`src/rtl/spi_ip_irq_pkg.sv`:
```
// Shared constants for the SPI IP event/interrupt controller.
package spi_ip_irq_pkg;

   localparam int unsigned ADDR_W = 2;

   localparam logic [ADDR_W-1:0] ADDR_PENDING  = ADDR_W'(0);
   localparam logic [ADDR_W-1:0] ADDR_ENABLE   = ADDR_W'(1);
   localparam logic [ADDR_W-1:0] ADDR_OVERFLOW = ADDR_W'(2);
   localparam logic [ADDR_W-1:0] ADDR_MASKED   = ADDR_W'(3);

   typedef enum logic {
      IDLE = 1'b0,
      HOLD = 1'b1
   } pulse_state_e;

   // Holdoff counter width; a zero holdoff still needs a 1-bit vector.
   function automatic int unsigned cnt_width(input int unsigned holdoff);
      return (holdoff == 0) ? 1 : $clog2(holdoff + 1);
   endfunction

endpackage

```
`src/rtl/spi_ip_irq_pulse_gen.sv`:
```
// Rate-limited interrupt pulse generator: one-cycle pulses with a holdoff
// window, coalescing triggers seen during the window into one deferred pulse.
module spi_ip_irq_pulse_gen
   import spi_ip_irq_pkg::*;
#(
   parameter int unsigned PARAM_HOLDOFF = 8
) (
   input  logic i_clk,
   input  logic i_rst_n,
   input  logic i_trig,
   output logic o_irq
);

   localparam int unsigned            CNT_W     = cnt_width(PARAM_HOLDOFF);
   localparam logic [CNT_W-1:0]       HOLD_LOAD = CNT_W'(PARAM_HOLDOFF);

   pulse_state_e     r_state;
   logic [CNT_W-1:0] r_cnt;
   logic             r_deferred;
   logic             r_irq;

   always_ff @(posedge i_clk or negedge i_rst_n) begin
      if (!i_rst_n) begin
         r_state    <= IDLE;
         r_cnt      <= '0;
         r_deferred <= 1'b0;
         r_irq      <= 1'b0;
      end else begin
         r_irq <= 1'b0;
         case (r_state)
            IDLE: begin
               if (i_trig) begin
                  r_irq <= 1'b1;
                  if (PARAM_HOLDOFF != 0) begin
                     r_cnt   <= HOLD_LOAD;
                     r_state <= HOLD;
                  end
               end
            end
            HOLD: begin
               // Expiry cycle: either fire the coalesced pulse and restart the window, or go idle.
               if (r_cnt <= CNT_W'(1)) begin
                  if (r_deferred || i_trig) begin
                     r_irq      <= 1'b1;
                     r_deferred <= 1'b0;
                     r_cnt      <= HOLD_LOAD;
                  end else begin
                     r_cnt   <= '0;
                     r_state <= IDLE;
                  end
               end else begin
                  r_cnt <= r_cnt - CNT_W'(1);
                  if (i_trig) begin
                     r_deferred <= 1'b1;
                  end
               end
            end
            default: r_state <= IDLE;
         endcase
      end
   end

   assign o_irq = r_irq;

endmodule

```
`src/rtl/spi_ip_irq_ctrl.sv`:
```
// Event collector: sticky pending/overflow bits, enable mask, register
// readback with W1C, and a level or rate-limited pulse interrupt.
module spi_ip_irq_ctrl
   import spi_ip_irq_pkg::*;
#(
   parameter int unsigned PARAM_NUM_SRC  = 4,
   parameter string       PARAM_IRQ_MODE = "LEVEL",
   parameter int unsigned PARAM_HOLDOFF  = 8
) (
   input  logic                     ic_clk_i,
   input  logic                     ic_rst_n_i,
   input  logic [PARAM_NUM_SRC-1:0] ic_event_i,
   input  logic                     ic_wr_en_i,
   input  logic                     ic_rd_en_i,
   input  logic [ADDR_W-1:0]        ic_addr_i,
   input  logic [PARAM_NUM_SRC-1:0] ic_wdata_i,
   output logic [PARAM_NUM_SRC-1:0] ic_rdata_o,
   output logic                     ic_rvalid_o,
   output logic                     ic_irq_o,
   output logic                     ic_overflow_o
);

   localparam int unsigned N = PARAM_NUM_SRC;

   logic [N-1:0] r_pending;
   logic [N-1:0] r_enable;
   logic [N-1:0] r_overflow;
   logic [N-1:0] r_rdata;
   logic         r_rvalid;
   logic         r_ovf_any;

   logic [N-1:0] w_pend_clr;
   logic [N-1:0] w_ovf_clr;
   logic [N-1:0] w_pend_next;
   logic [N-1:0] w_ovf_next;
   logic [N-1:0] w_en_next;
   logic [N-1:0] w_masked_next;
   logic [N-1:0] w_rd_mux;
   logic         w_irq;

   assign w_pend_clr = (ic_wr_en_i && ic_addr_i == ADDR_PENDING)  ? ic_wdata_i : '0;
   assign w_ovf_clr  = (ic_wr_en_i && ic_addr_i == ADDR_OVERFLOW) ? ic_wdata_i : '0;
   assign w_en_next  = (ic_wr_en_i && ic_addr_i == ADDR_ENABLE)   ? ic_wdata_i : r_enable;

   // Set beats clear; overflow only when an event hits a pending bit that survives this cycle.
   assign w_pend_next   = (r_pending & ~w_pend_clr) | ic_event_i;
   assign w_ovf_next    = (r_overflow & ~w_ovf_clr) | (ic_event_i & r_pending & ~w_pend_clr);
   assign w_masked_next = w_pend_next & w_en_next;

   always_comb begin
      w_rd_mux = '0;
      case (ic_addr_i)
         ADDR_PENDING:  w_rd_mux = r_pending;
         ADDR_ENABLE:   w_rd_mux = r_enable;
         ADDR_OVERFLOW: w_rd_mux = r_overflow;
         ADDR_MASKED:   w_rd_mux = r_pending & r_enable;
         default:       w_rd_mux = '0;
      endcase
   end

   always_ff @(posedge ic_clk_i or negedge ic_rst_n_i) begin
      if (!ic_rst_n_i) begin
         r_pending  <= '0;
         r_enable   <= '0;
         r_overflow <= '0;
         r_rdata    <= '0;
         r_rvalid   <= 1'b0;
         r_ovf_any  <= 1'b0;
      end else begin
         r_pending  <= w_pend_next;
         r_enable   <= w_en_next;
         r_overflow <= w_ovf_next;
         r_rvalid   <= ic_rd_en_i;
         r_ovf_any  <= |w_ovf_next;
         if (ic_rd_en_i) begin
            r_rdata <= w_rd_mux;
         end
      end
   end

   if (PARAM_IRQ_MODE == "PULSE") begin : g_pulse
      // A trigger is any masked bit going 0->1, from either a new event or an enable write.
      logic w_trig;
      assign w_trig = |(w_masked_next & ~(r_pending & r_enable));

      spi_ip_irq_pulse_gen #(
         .PARAM_HOLDOFF (PARAM_HOLDOFF)
      ) u_pulse_gen (
         .i_clk   (ic_clk_i),
         .i_rst_n (ic_rst_n_i),
         .i_trig  (w_trig),
         .o_irq   (w_irq)
      );
   end else begin : g_level
      logic r_irq;
      always_ff @(posedge ic_clk_i or negedge ic_rst_n_i) begin
         if (!ic_rst_n_i) begin
            r_irq <= 1'b0;
         end else begin
            r_irq <= |w_masked_next;
         end
      end
      assign w_irq = r_irq;
   end

   assign ic_rdata_o    = r_rdata;
   assign ic_rvalid_o   = r_rvalid;
   assign ic_irq_o      = w_irq;
   assign ic_overflow_o = r_ovf_any;

endmodule

```
`config.mk`:
```
export PLATFORM = sky130hd
export DESIGN_NAME = spi_ip_irq_ctrl
export DESIGN_NICKNAME = d
export VERILOG_FILES = /design/src/rtl/spi_ip_irq_pkg.sv /design/src/rtl/spi_ip_irq_pulse_gen.sv /design/src/rtl/spi_ip_irq_ctrl.sv
export SDC_FILE = /design/constraint.sdc
export NUM_CORES = 1
export LEC_CHECK = 0
export CORE_ASPECT_RATIO = 1.2
export CORE_MARGIN = 2
export CORE_UTILIZATION = 40
export CTS_BUF_LIST = sky130_fd_sc_hd__clkbuf_4
export CTS_CLUSTER_SIZE = 16
export DETAILED_ROUTE_END_ITERATION = 7
export GPL_ROUTABILITY_DRIVEN = 0
export GPL_TIMING_DRIVEN = 0
export HOLD_SLACK_MARGIN = 0.03
export PLACE_DENSITY = 0.68
export SLEW_MARGIN = 20
export SYNTH_ARGS = -nofsm -noshare
export SYNTH_HDL_FRONTEND = slang
export SYNTH_SLANG_ARGS = --single-unit
```
`constraint.sdc`:
```
create_clock -name ic_clk_i -period 1.8 [get_ports ic_clk_i]
set_input_delay 0.36 -clock ic_clk_i [delete_from_list [all_inputs] [get_ports ic_clk_i]]
set_output_delay 0.36 -clock ic_clk_i [all_outputs]
set_load 0.01 [all_outputs]
```
======== Yosys cells after proc, flatten, opt, wreduce, memory -nomap -nowiden ========
Index checks and enable logic that the tools add are counted.
storage, ports and cells
  register bits ........................... 19
  latch bits .............................. 0
  bits in writable memories ............... 0
  memory bits (read-only) ................. 0
  bits of input ports ..................... 14
  memories ................................ 0
operators by class
  add/subtract/negate cells ............... 0
  multiply operators ...................... 0
  div/mod/pow operators ................... 0
  $lt $le $gt $ge ......................... 0
  eq/ne operators ......................... 3
  shift-type cells ........................ 0
  mux-type cells .......................... 4
  bitwise gates (word level) .............. 10
  reductions and logical operators ........ 6
operator list
  cell                                            number
  bitwise AND 4 bit                               6
  one-hot mux 4 bit (4 select lines)              1
  two-way mux 4 bit                               3
  NOT 4 bit                                       2
  bitwise OR 4 bit                                2
  OR reduction 4 bit                              2
  == test 2 bit (second input constant)           2
  logical AND 1 bit                               3
  == test 2 x 1 -> 1 bit (second input constant)  1
  zero test 2 bit                                 1

======== Logic depth before layout (Yosys ltp) ========
  depth in word-level cells ............... 8
  gate-level depth with buffers ........... 5
  mapped depth without buffers ............ 4

======== Least setup slack after synthesis ========
Ideal clock, no wire load.
  path type ............................... input -> register
  start ................................... in ic_addr_i[0]
  end ..................................... reg r_ovf_any (netlist: ic_overflow_o)
  arrival ................................. 1.483 ns
  path slack .............................. 0.179 ns
  stages .................................. 5
  cells stage by stage .................... buf_6 and3b_1 nand2_1 a32o_1 or4_1
on the way
  cells in the longest elaborated chain, start to end .. 7
RTL lines
  element                                                  line                                          source
  start: declaration                                       spi_ip_irq_ctrl.sv:15                         input logic [ADDR_W-1:0] ic_addr_i,
  == test 2 bit / zero test 2 bit (equally long branches)  spi_ip_irq_ctrl.sv:42, spi_ip_irq_ctrl.sv:41
  logical AND 1 bit, on equally long branches              spi_ip_irq_ctrl.sv:42, spi_ip_irq_ctrl.sv:41
  two-way mux 4 bit, on equally long branches              spi_ip_irq_ctrl.sv:42, spi_ip_irq_ctrl.sv:41
  NOT 4 bit                                                spi_ip_irq_ctrl.sv:47                         assign w_ovf_next = (r_overflow & ~w_ovf_clr) | (ic_event_i & r_pending & ~w_pend_clr);
  bitwise AND 4 bit                                        spi_ip_irq_ctrl.sv:47
  bitwise OR 4 bit *                                       spi_ip_irq_ctrl.sv:47
  via w_ovf_next[2]                                        spi_ip_irq_ctrl.sv:35                         logic [N-1:0] w_ovf_next;
  OR reduction 4 bit *                                     spi_ip_irq_ctrl.sv:74                         r_ovf_any <= |w_ovf_next;
  end signal: assignment                                   spi_ip_irq_ctrl.sv:74
  end: declaration                                         spi_ip_irq_ctrl.sv:30                         logic r_ovf_any;
Mark *: on every way through the listed nets, which the timed path passes. The rest lies on a longest branch.
A chain may end at the register's enable or synchronous reset.

======== Worst setup path in the final report ========
  start ................................... in ic_wdata_i[2]
  end ..................................... reg r_ovf_any (netlist: ic_overflow_o)
on the way
  cells in the longest elaborated chain, start to end .. 5
RTL lines
  element                                      line                                          source
  start: declaration                           spi_ip_irq_ctrl.sv:16                         input logic [PARAM_NUM_SRC-1:0] ic_wdata_i,
  two-way mux 4 bit, on equally long branches  spi_ip_irq_ctrl.sv:42, spi_ip_irq_ctrl.sv:41
  NOT 4 bit                                    spi_ip_irq_ctrl.sv:47
  bitwise AND 4 bit                            spi_ip_irq_ctrl.sv:47
  bitwise OR 4 bit *                           spi_ip_irq_ctrl.sv:47
  via w_ovf_next[2]                            spi_ip_irq_ctrl.sv:35
  OR reduction 4 bit *                         spi_ip_irq_ctrl.sv:74
Marks and branches as above.

==> metrics.txt <==
TritonCTS Buffers=3; largest net degree at the start of global routing=20; Max Clock Skew=0.003191 ns; Synth Warn #=0; Final Hold Fails=0; row count=18; die height=54.97 um; Avg Cell Area, Syn=12.92 um2; clk root buf=clkbuf_4; PwrDens=about 800 mW/mm2; first-pass GRT wire length=about 2600 um; VDD IR max=424.8 uV; Data arrival, critical path=1.83 ns; initial antenna violation count=0; critical path peak fanout=3; DP HPWL=1375 um; Tightest Hold Check Type=primary input to flip-flop; Starting Density=42.25%; initial drt markers=4; Port Buffers=19; final wirelength=between 1500 and 2000 um; P_sw=~230 uW; internal power=692.4 uW; Ant. Diodes=0; share of the clock period used by the worst path=91.55%; post-synthesis cell count=67; R2R setup slack=between 0.4 and 0.5 ns; clk sinks=19; sequential power share=53.5%; fin. max-slew vios=0; Pwr Total=~900 uW; post-synth cell types=20; Switching Fraction=25.08%; total congestion overflow=0; clock latency at the later pin of the worst-skew pair=roughly 0.3 ns; Syn-to-layout area delta=32.80%; post-DR vias/cell=5.423; startpoint types=primary input; final setup TNS=0 ns; layout cells sized above 1=23.66%; LEAKAGE=0.4555 nW; DRC violations left=0; Setup crit end kind=flip-flop; CTS tree=built; vias in the first global route=576; Post-layout nets=108; I/O pin count=21; Placed Area=0.001094 mm2; post-synthesis sequential area ratio=54.91%; Routed Antenna Nets=0; critical path class=primary input to flip-flop; non-filler instance count after layout=123; Inst Count DP=116; die area=0.002554 mm2; Setup Viol. Count Final=0; syn_nets=roughly 80; logic gate share of total power=21.9%; Seq cells post-synth=19; Data required, critical path=1.98 ns; Total GRT Usage=15.52%; outcome=completed; reg2reg start=r_pending[0]; routed len/inst=14.86 um; FMAX=approximately 610 MHz; clk slew on worst S/H paths=0.10 ns; H-tree Lvls=1; worst setup path end=ic_overflow_o; deepest clock path buffer count=2; Core ar.=~0.0020 mm2; origin of the worst setup path=ic_wdata_i[2]; DRT Pass-1 Iters=4; Post-Syn Area=~870 um2; Filler cells=177; clock group share of total power=24.7%; relative max-transition margin=45.60%; hold buffers post-CTS=0; Fin Hold WS=0.4585 ns; vias post-DR=667; Die W=~46 um; Least-Margin Pin Slew=0.8134 ns; R2R Path End=ic_overflow_o; MaxCap Viol Count=0; post-layout minimum cycle time=1.648 ns; unrepaired setup endpoints after global routing=no; final instance area=around 0.0011 mm2; Reg2Reg Depth=3
## placed cells by master, fill, tap and decap left out, drive strengths merged, types with 2 or more instances in the layout
cell type / count
a21oi: 5
or2: 2
nand3b: 2
nand4bb: 2
nand2: 4
o22ai: 4
inv: 2
a22o: 2
a21o: 3
mux2: 8
clkdlybuf4s50: 17
dfrtp: 19
buf: 5
clkbuf: 4
mux2i: 4
a32o: 2
## kinds of logic (layout without fill, tap and decap cells)
family                 after synthesis  in the layout  share of synthesized area (%)
AO/OA/AOI/OAI                       19             19                          15.75
flip-flops                          19             19                          54.91
AND/OR/NAND/NOR                     13             13                          10.84
multiplexers                        12             12                          15.03
buffers and inverters                4             30                          3.468
## how the worst min path moves through the flow
| stage | start | endpoint | slack, ns | depth (start not counted) |
|---|---|---|---|---|
| after floorplan | ic_rst_n_i | ic_irq_o | 0.06 | 0 |
| final | ic_addr_i[1] | r_pending[0] | 0.46 | 4 |
| after global routing | ic_addr_i[1] | r_pending[0] | 0.47 | 4 |
| after CTS | ic_addr_i[1] | r_pending[0] | 0.45 | 4 |
| after detailed placement | ic_rdata_o[2] | ic_rdata_o[2] | 0.50 | 1 |
| after global placement | ic_rdata_o[1] | ic_rdata_o[1] | 0.49 | 1 |
## layer usage
metal	vias up	part of all wire, %	global-route usage, %
met4	0	3.6	11.43
met2	24	50	24.54
met3	7	5.9	3.896
met5	-	0	0
met1	323	41	17.95
li1	313	-	-
## power by group through the flow
stage / Sequential [mW] / Clock (mW) / Combinational [mW]
detailed placement: 0.503 / 0 / 0.201
global placement: 0.499 / 0 / 0.197
floorplan: 0.508 / 0 / 0.0880
finish: 0.494 / 0.228 / 0.202
CTS: 0.494 / 0.237 / 0.204
global route: 0.498 / 0.262 / 0.217
## synth_stat cells
master     number  area, um2
buf_6           2      22.52
a21o_1          3      22.52
nand2_1         4      15.01
dfrtp_1        19      475.5
mux2_2          8      90.09
or4_1           1      7.510
nand3b_1        2      15.01
o22ai_1         4      25.02
mux2i_1         4      40.04
a32o_1          2      20.02
a221o_1         1      10.01
or2_2           2      12.51
o221ai_1        1      8.760
and3b_1         1      8.760
a21oi_1         5      25.02
nand4bb_1       2      22.52
a21boi_0        1      7.510
nor3b_2         1      12.51
a22o_1          2      17.52
inv_1           2      7.510
## critical path, cell delays in order
cell,delay (ns)
clkdlybuf4s50_1,0.51
nand4bb_1,0.15
a32o_1,0.30
or4_1,0.51
## registers in the layout, indices dropped and copies added, names as in the netlist
register       count
r_overflow         4
r_pending          4
ic_rdata_o         4
ic_irq_o           1
ic_rvalid_o        1
ic_overflow_o      1
r_enable           4
## through the flow
step                util (%)  setup WS (ns)
floorplan                  -         0.1785
global placement       53.36        -0.4210
detailed placement     53.36        -0.4128
CTS                    55.62       0.001678
global route           56.11         0.1267
finish                 56.11         0.1522
## what timing repair did
item	CTS	global route
setup endpoints to repair	2	2
pin swaps	1	1
gates resized for setup	3	1
buffers inserted	2	1
## area by class of cell
| class | instances | area [um2] | share of cell area, % |
|---|---|---|---|
| Multi-Input combinational cell | 44 | 362.8 | 31.56 |
| Sequential cell | 19 | 475.5 | 41.35 |
| Tap cell | 30 | 37.54 | 3.264 |
| Inverter | 2 | 7.507 | 0.6529 |
| Timing Repair Buffer | 22 | 214.0 | 18.61 |
| Clock buffer | 4 | 30.03 | 2.612 |
| Buffer | 2 | 22.52 | 1.959 |
Note: power is estimated with default switching activity, not from simulation.
